**src/rtl/ct_ciu_regs_arb.sv**
```systemverilog
// Round-robin arbiter/sequencer sharing the CIU cluster register bank between core CSR ports.
// Optional write-protection check enabled by CIU_REGS_ARB_RO_CHK_EN.
module ct_ciu_regs_arb #(
   parameter int unsigned CORE_NUM = 4,
   parameter int unsigned IDX_W    = 4,
   parameter int unsigned DATA_W   = 64
) (
   input  logic                         smpr_clk,
   input  logic                         x_fifo_rst_b,
   input  logic [CORE_NUM-1:0]          core_regs_req,
   input  logic [CORE_NUM-1:0]          core_regs_wen,
   input  logic [CORE_NUM*IDX_W-1:0]    core_regs_idx,
   input  logic [CORE_NUM*DATA_W-1:0]   core_regs_wdata,
   input  logic [CORE_NUM*4-1:0]        core_regs_l2of_wen,
   input  logic [DATA_W-1:0]            x_csr_value,
   output logic                         regs_sel_final_x,
   output logic                         regs_wen,
   output logic [IDX_W-1:0]             regs_idx,
   output logic [DATA_W-1:0]            regs_wdata_final,
   output logic [3:0]                   regs_l2of_wen,
   output logic [CORE_NUM-1:0]          regs_ack,
   output logic [DATA_W-1:0]            regs_rdata,
   output logic                         regs_err
);

   localparam int unsigned PTR_W = (CORE_NUM > 1) ? $clog2(CORE_NUM) : 1;

   typedef enum logic [1:0] {IDLE, SEL, RESP} state_t;

   state_t               state_q, state_d;
   logic [PTR_W-1:0]     ptr_q, ptr_d;
   logic [PTR_W-1:0]     grant_q, grant_d;
   logic                 sel_q, sel_d;
   logic                 wen_q, wen_d;
   logic [IDX_W-1:0]     idx_q, idx_d;
   logic [DATA_W-1:0]    wdata_q, wdata_d;
   logic [3:0]           l2of_q, l2of_d;
   logic [CORE_NUM-1:0]  ack_q, ack_d;
   logic [DATA_W-1:0]    rdata_q, rdata_d;
   logic                 pick_wen;
   logic [IDX_W-1:0]     pick_idx;

   logic [PTR_W-1:0]     pick_c;
   logic                 found_c;
   logic [PTR_W:0]       cand_c;

   // first requesting core at or after the pointer, modulo CORE_NUM
   always_comb begin
      pick_c  = '0;
      found_c = 1'b0;
      cand_c  = '0;
      for (int i = 0; i < int'(CORE_NUM); i++) begin
         cand_c = {1'b0, ptr_q} + (PTR_W+1)'(i);
         if (cand_c >= (PTR_W+1)'(CORE_NUM))
            cand_c = cand_c - (PTR_W+1)'(CORE_NUM);
         if (!found_c && core_regs_req[cand_c[PTR_W-1:0]]) begin
            found_c = 1'b1;
            pick_c  = cand_c[PTR_W-1:0];
         end
      end
   end

   assign pick_wen = core_regs_wen[pick_c];
   assign pick_idx = core_regs_idx[int'(pick_c)*IDX_W +: IDX_W];

`ifdef CIU_REGS_ARB_RO_CHK_EN
   logic blk_q, blk_d;
   logic err_q, err_d;
   logic pick_blk;

   // only the writable cluster registers accept writes
   assign pick_blk = pick_wen && !(pick_idx inside {IDX_W'(4), IDX_W'(8), IDX_W'(9),
                                                    IDX_W'(10), IDX_W'(11), IDX_W'(12)});
`endif

   always_comb begin
      state_d = state_q;
      ptr_d   = ptr_q;
      grant_d = grant_q;
      sel_d   = 1'b0;
      wen_d   = 1'b0;
      idx_d   = idx_q;
      wdata_d = wdata_q;
      l2of_d  = l2of_q;
      ack_d   = '0;
      rdata_d = '0;
`ifdef CIU_REGS_ARB_RO_CHK_EN
      blk_d   = blk_q;
      err_d   = 1'b0;
`endif
      unique case (state_q)
         IDLE: begin
            if (found_c) begin
               grant_d = pick_c;
               sel_d   = 1'b1;
`ifdef CIU_REGS_ARB_RO_CHK_EN
               blk_d   = pick_blk;
               wen_d   = pick_wen && !pick_blk;
`else
               wen_d   = pick_wen;
`endif
               idx_d   = pick_idx;
               wdata_d = core_regs_wdata[int'(pick_c)*DATA_W +: DATA_W];
               l2of_d  = core_regs_l2of_wen[int'(pick_c)*4 +: 4];
               state_d = SEL;
            end
         end
         SEL: begin
            // bank value sampled here; for writes it is the pre-write value
            ack_d[grant_q] = 1'b1;
            rdata_d        = x_csr_value;
`ifdef CIU_REGS_ARB_RO_CHK_EN
            err_d          = blk_q;
`endif
            state_d        = RESP;
         end
         RESP: begin
            ptr_d   = (grant_q == PTR_W'(CORE_NUM-1)) ? '0 : grant_q + PTR_W'(1);
            state_d = IDLE;
         end
         default: state_d = IDLE;
      endcase
   end

   always_ff @(posedge smpr_clk or negedge x_fifo_rst_b) begin
      if (!x_fifo_rst_b) begin
         state_q <= IDLE;
         ptr_q   <= '0;
         grant_q <= '0;
         sel_q   <= 1'b0;
         wen_q   <= 1'b0;
         idx_q   <= '0;
         wdata_q <= '0;
         l2of_q  <= '0;
         ack_q   <= '0;
         rdata_q <= '0;
`ifdef CIU_REGS_ARB_RO_CHK_EN
         blk_q   <= 1'b0;
         err_q   <= 1'b0;
`endif
      end else begin
         state_q <= state_d;
         ptr_q   <= ptr_d;
         grant_q <= grant_d;
         sel_q   <= sel_d;
         wen_q   <= wen_d;
         idx_q   <= idx_d;
         wdata_q <= wdata_d;
         l2of_q  <= l2of_d;
         ack_q   <= ack_d;
         rdata_q <= rdata_d;
`ifdef CIU_REGS_ARB_RO_CHK_EN
         blk_q   <= blk_d;
         err_q   <= err_d;
`endif
      end
   end

   assign regs_sel_final_x = sel_q;
   assign regs_wen         = wen_q;
   assign regs_idx         = idx_q;
   assign regs_wdata_final = wdata_q;
   assign regs_l2of_wen    = l2of_q;
   assign regs_ack         = ack_q;
   assign regs_rdata       = rdata_q;
`ifdef CIU_REGS_ARB_RO_CHK_EN
   assign regs_err         = err_q;
`else
   assign regs_err         = 1'b0;
`endif

endmodule

```
**config.mk**
```make
export PLATFORM = sky130hd
export DESIGN_NAME = ct_ciu_regs_arb
export DESIGN_NICKNAME = d
export VERILOG_FILES = /design/src/rtl/ct_ciu_regs_arb.sv
export SDC_FILE = /design/constraint.sdc
export NUM_CORES = 1
export LEC_CHECK = 0
export CELL_PAD_IN_SITES_DETAIL_PLACEMENT = 1
export CELL_PAD_IN_SITES_GLOBAL_PLACEMENT = 2
export CORE_ASPECT_RATIO = 0.5
export CORE_MARGIN = 5
export CORE_UTILIZATION = 20
export DETAILED_ROUTE_END_ITERATION = 6
export PLACE_DENSITY = 0.81
export SLEW_MARGIN = 20
export SYNTH_ARGS = -nofsm -noshare
export SYNTH_HDL_FRONTEND = slang
export SYNTH_SLANG_ARGS = --single-unit
```
**constraint.sdc**
```tcl
create_clock -name smpr_clk -period 2.4 [get_ports smpr_clk]
set_input_delay 0.36 -clock smpr_clk [delete_from_list [all_inputs] [get_ports smpr_clk]]
set_output_delay 0.36 -clock smpr_clk [all_outputs]
set_load 0.01 [all_outputs]
```
==> metrics.md <==
| Metric | Value |
|---|---|
| Outcome | finished, final reports clean |
| Setup Buffers After CTS | 0 |
| Clock skew | 0.0107 ns |
| Remaining DRCs | 0 |
| Post-CTS sizing | 0 |
| H-tree Lvls | 4 |
| Slew Viols, Final | 0 |
| Crit Path Class | reg -> reg |
| CP Data Arrival Time | 2.49 ns |
| Cell count after synthesis | 587 |
| CTS buffer count | 17 |
| Hold depth | 2 |
| Core Util, Final | 0.379 |
| Worst skew pair latency | 0.44 ns |
| Hold path startpoint | x_csr_value[41] |
| Max IR drop VDD | 485 uV |
| Overflow after GRT | 0 |
| Max_cap viols | 0 |
| Worst-margin pin slew | 0.923 ns |
| Worst reg2reg setup slack | 0.21 ns |
| Number of flops mapped to enable cells by yosys | 0 |
| DRT iter0 DRCs | 385 |
| Post-route ant nets | 0 |
| Unrepaired setup endpoints after global routing | false |
| Design Area, Final | 13500 sq um |
| Setup violations, final | 0 |
| Area grow syn2layout | 88.6% |
| Worst Path Required | 2.70 ns |
| Die Wd | 278 um |
| Total track usage | 0.177 |
| Post-synth cell types | 30 |
| Bufs on Longest Clock Path | 2 |
| Largest net degree at the start of global routing | 71 |
| DIE AREA | 39900 sq um |
| Clock sinks | 148 |
| Initial Util | 0.201 |
| Warnings from Yosys | 0 |
| Num rows | 49 |
| Most common cell after layout, fill and taps aside | clkdlybuf4s50_1 |
| Hold WC Path Type | in -> reg |
| Vias in the first global route | 7794 |
| TritonCTS clock tree | done |
| Period utilization | 0.914 |
| Hold Path End | regs_rdata[41] |
| Initial antenna violation count | 2 |
| Synth Net Count | 953 |
| Most frequent cells in the layout | 502 x clkdlybuf4s50_1, 148 x dfrtp_1, 145 x mux2i_1 |
| Reg-to-Reg End | regs_idx[1] |
| Period minus WS final | 2.19 ns |
| F_max | 456 MHz |
| Nets | 1470 |
| CP Max Fanout | 13 |
| Max_slew headroom | 0.385 |
| I/O pin count | 505 |
| Share of cells above drive strength 1 | 0.0743 |
| Core area | 35600 sq um |
| Endpoint type of the worst setup path | flop |
| Synth Cell Area | 7160 sq um |
| First-pass GRT wire length | 52300 um |
| Synth Flop Type | dfrtp_1 |
| Fraction of registers with async set/reset | 1.00 |
| CTS Hold Bufs | 1 |
| Reg clk slew, reported paths | 0.07 ns |
| Reg2reg start | ptr_q[1] |
| Final wirelength | 37900 um |
| Die height | 144 um |
| Syn_area_per_cell | 12.2 sq um |
| Detailed Place HPWL | 30400 um |
| DP Area | 12900 sq um |
| CP startpoint kind | flop |
| Detailed Routing Iterations Pass 1 | 4 |
| Reg2Reg Depth | 6 |
| CTS root buffer | clkbuf_16 |
| Vias/cell | 4.32 |
| PD cells | 1070 nW/um^2 |
| WL/cell | 23.6 um |
| #FFs+latches synth | 148 |
| PortBufs | 503 |
| Gpl congestion | 0.850 |
| Register area share after synthesis | 0.517 |
| DR vias | 6925 |
| Final Hold Vio Count | 0 |
| P_leak | 5.94 nW |
==> logic make-up after synthesis <==
family          synth area share
compound gates            0.0981
buf+inv                   0.0653
flops                      0.517
simple gates               0.105
mux                        0.207
fa+ha+maj                0.00699
other cells             0.000523
==> cell usage after synthesis (2+ instances only) <==
cell | instances | area share
and2_1 | 68 | 0.059
buf_2 | 9 | 0.0063
ha_1 | 4 | 0.0070
mux2_2 | 2 | 0.0031
buf_8 | 2 | 0.0042
mux2i_1 | 145 | 0.20
buf_12 | 14 | 0.039
nand2_1 | 75 | 0.039
dfrtp_1 | 148 | 0.52
clkbuf_1 | 22 | 0.012
o221ai_1 | 72 | 0.088
inv_1 | 6 | 0.0031
o21ai_0 | 2 | 0.0014
a21oi_1 | 2 | 0.0014
==> critical path, cell delays in order (launching register included) <==
cell      delay (ns)
dfrtp_1         0.48
mux2_1          0.40
o221ai_4        0.37
buf_12          0.22
buf_4           0.14
mux2i_1         0.28
o221ai_1        0.16
==> flip-flops by register name (all words and copies together) (netlist names) <==
| register | count |
|---|---|
| regs_sel_final_x | 1 |
| grant_q | 2 |
| state_q | 2 |
| regs_wen | 1 |
| regs_idx | 4 |
| ptr_q | 2 |
| regs_l2of_wen | 4 |
| regs_wdata_final | 64 |
| regs_rdata | 64 |
| regs_ack | 4 |
==> power by group <==
group          total [mW]  switching (mW)  internal [mW]
logic                7.46            3.53           3.94
clock network        2.87            1.27           1.60
registers            4.10           0.603           3.49
==> per-layer routing <==
metal | vias up | share of wire | track usage
met4 | 0 | 0.027 | 0.0587
met3 | 55 | 0.038 | 0.0427
met5 | - | 0 | 0
met2 | 159 | 0.56 | 0.329
li1 | 3161 | - | -
met1 | 3550 | 0.38 | 0.204
==> worst max-delay path by stage <==
stage	start	end	slack (ns)	cells past startpoint
after floorplan	ptr_q[1]	regs_idx[0]	0.60	6
after global placement	core_regs_req[0]	regs_wdata_final[7]	-0.19	6
after detailed placement	core_regs_req[0]	regs_wdata_final[7]	-0.21	6
after CTS	ptr_q[1]	regs_wdata_final[7]	0.12	5
after global routing	ptr_q[1]	regs_wdata_final[7]	0.04	5
final	ptr_q[1]	regs_idx[1]	0.21	6
==> through the flow <==
stage,hold WS (ns),std cells,setup WS (ns),TNS (ns),power [mW]
CTS,0.444,1601,0.121,0,14.6
global route,0.446,1603,0.0434,0,15.2
finish,0.470,1604,0.206,0,14.4
global placement,0.429,1568,-0.195,-2.69,11.4
detailed placement,0.436,1568,-0.211,-5.38,11.6
floorplan,0.0644,587,0.600,0,7.63
==> area by class of cell <==
type	instances	area, sq um
Timing Repair Buffer	546	5550
Tap cell	484	606
Multi-Input combinational cell	385	3020
Fill cell	3876	22100
Antenna cell	3	7.51
Sequential cell	148	3700
Inverter	6	22.5
Clock inverter	13	163
Clock buffer	19	443
Power figures use the tool's default switching activity.
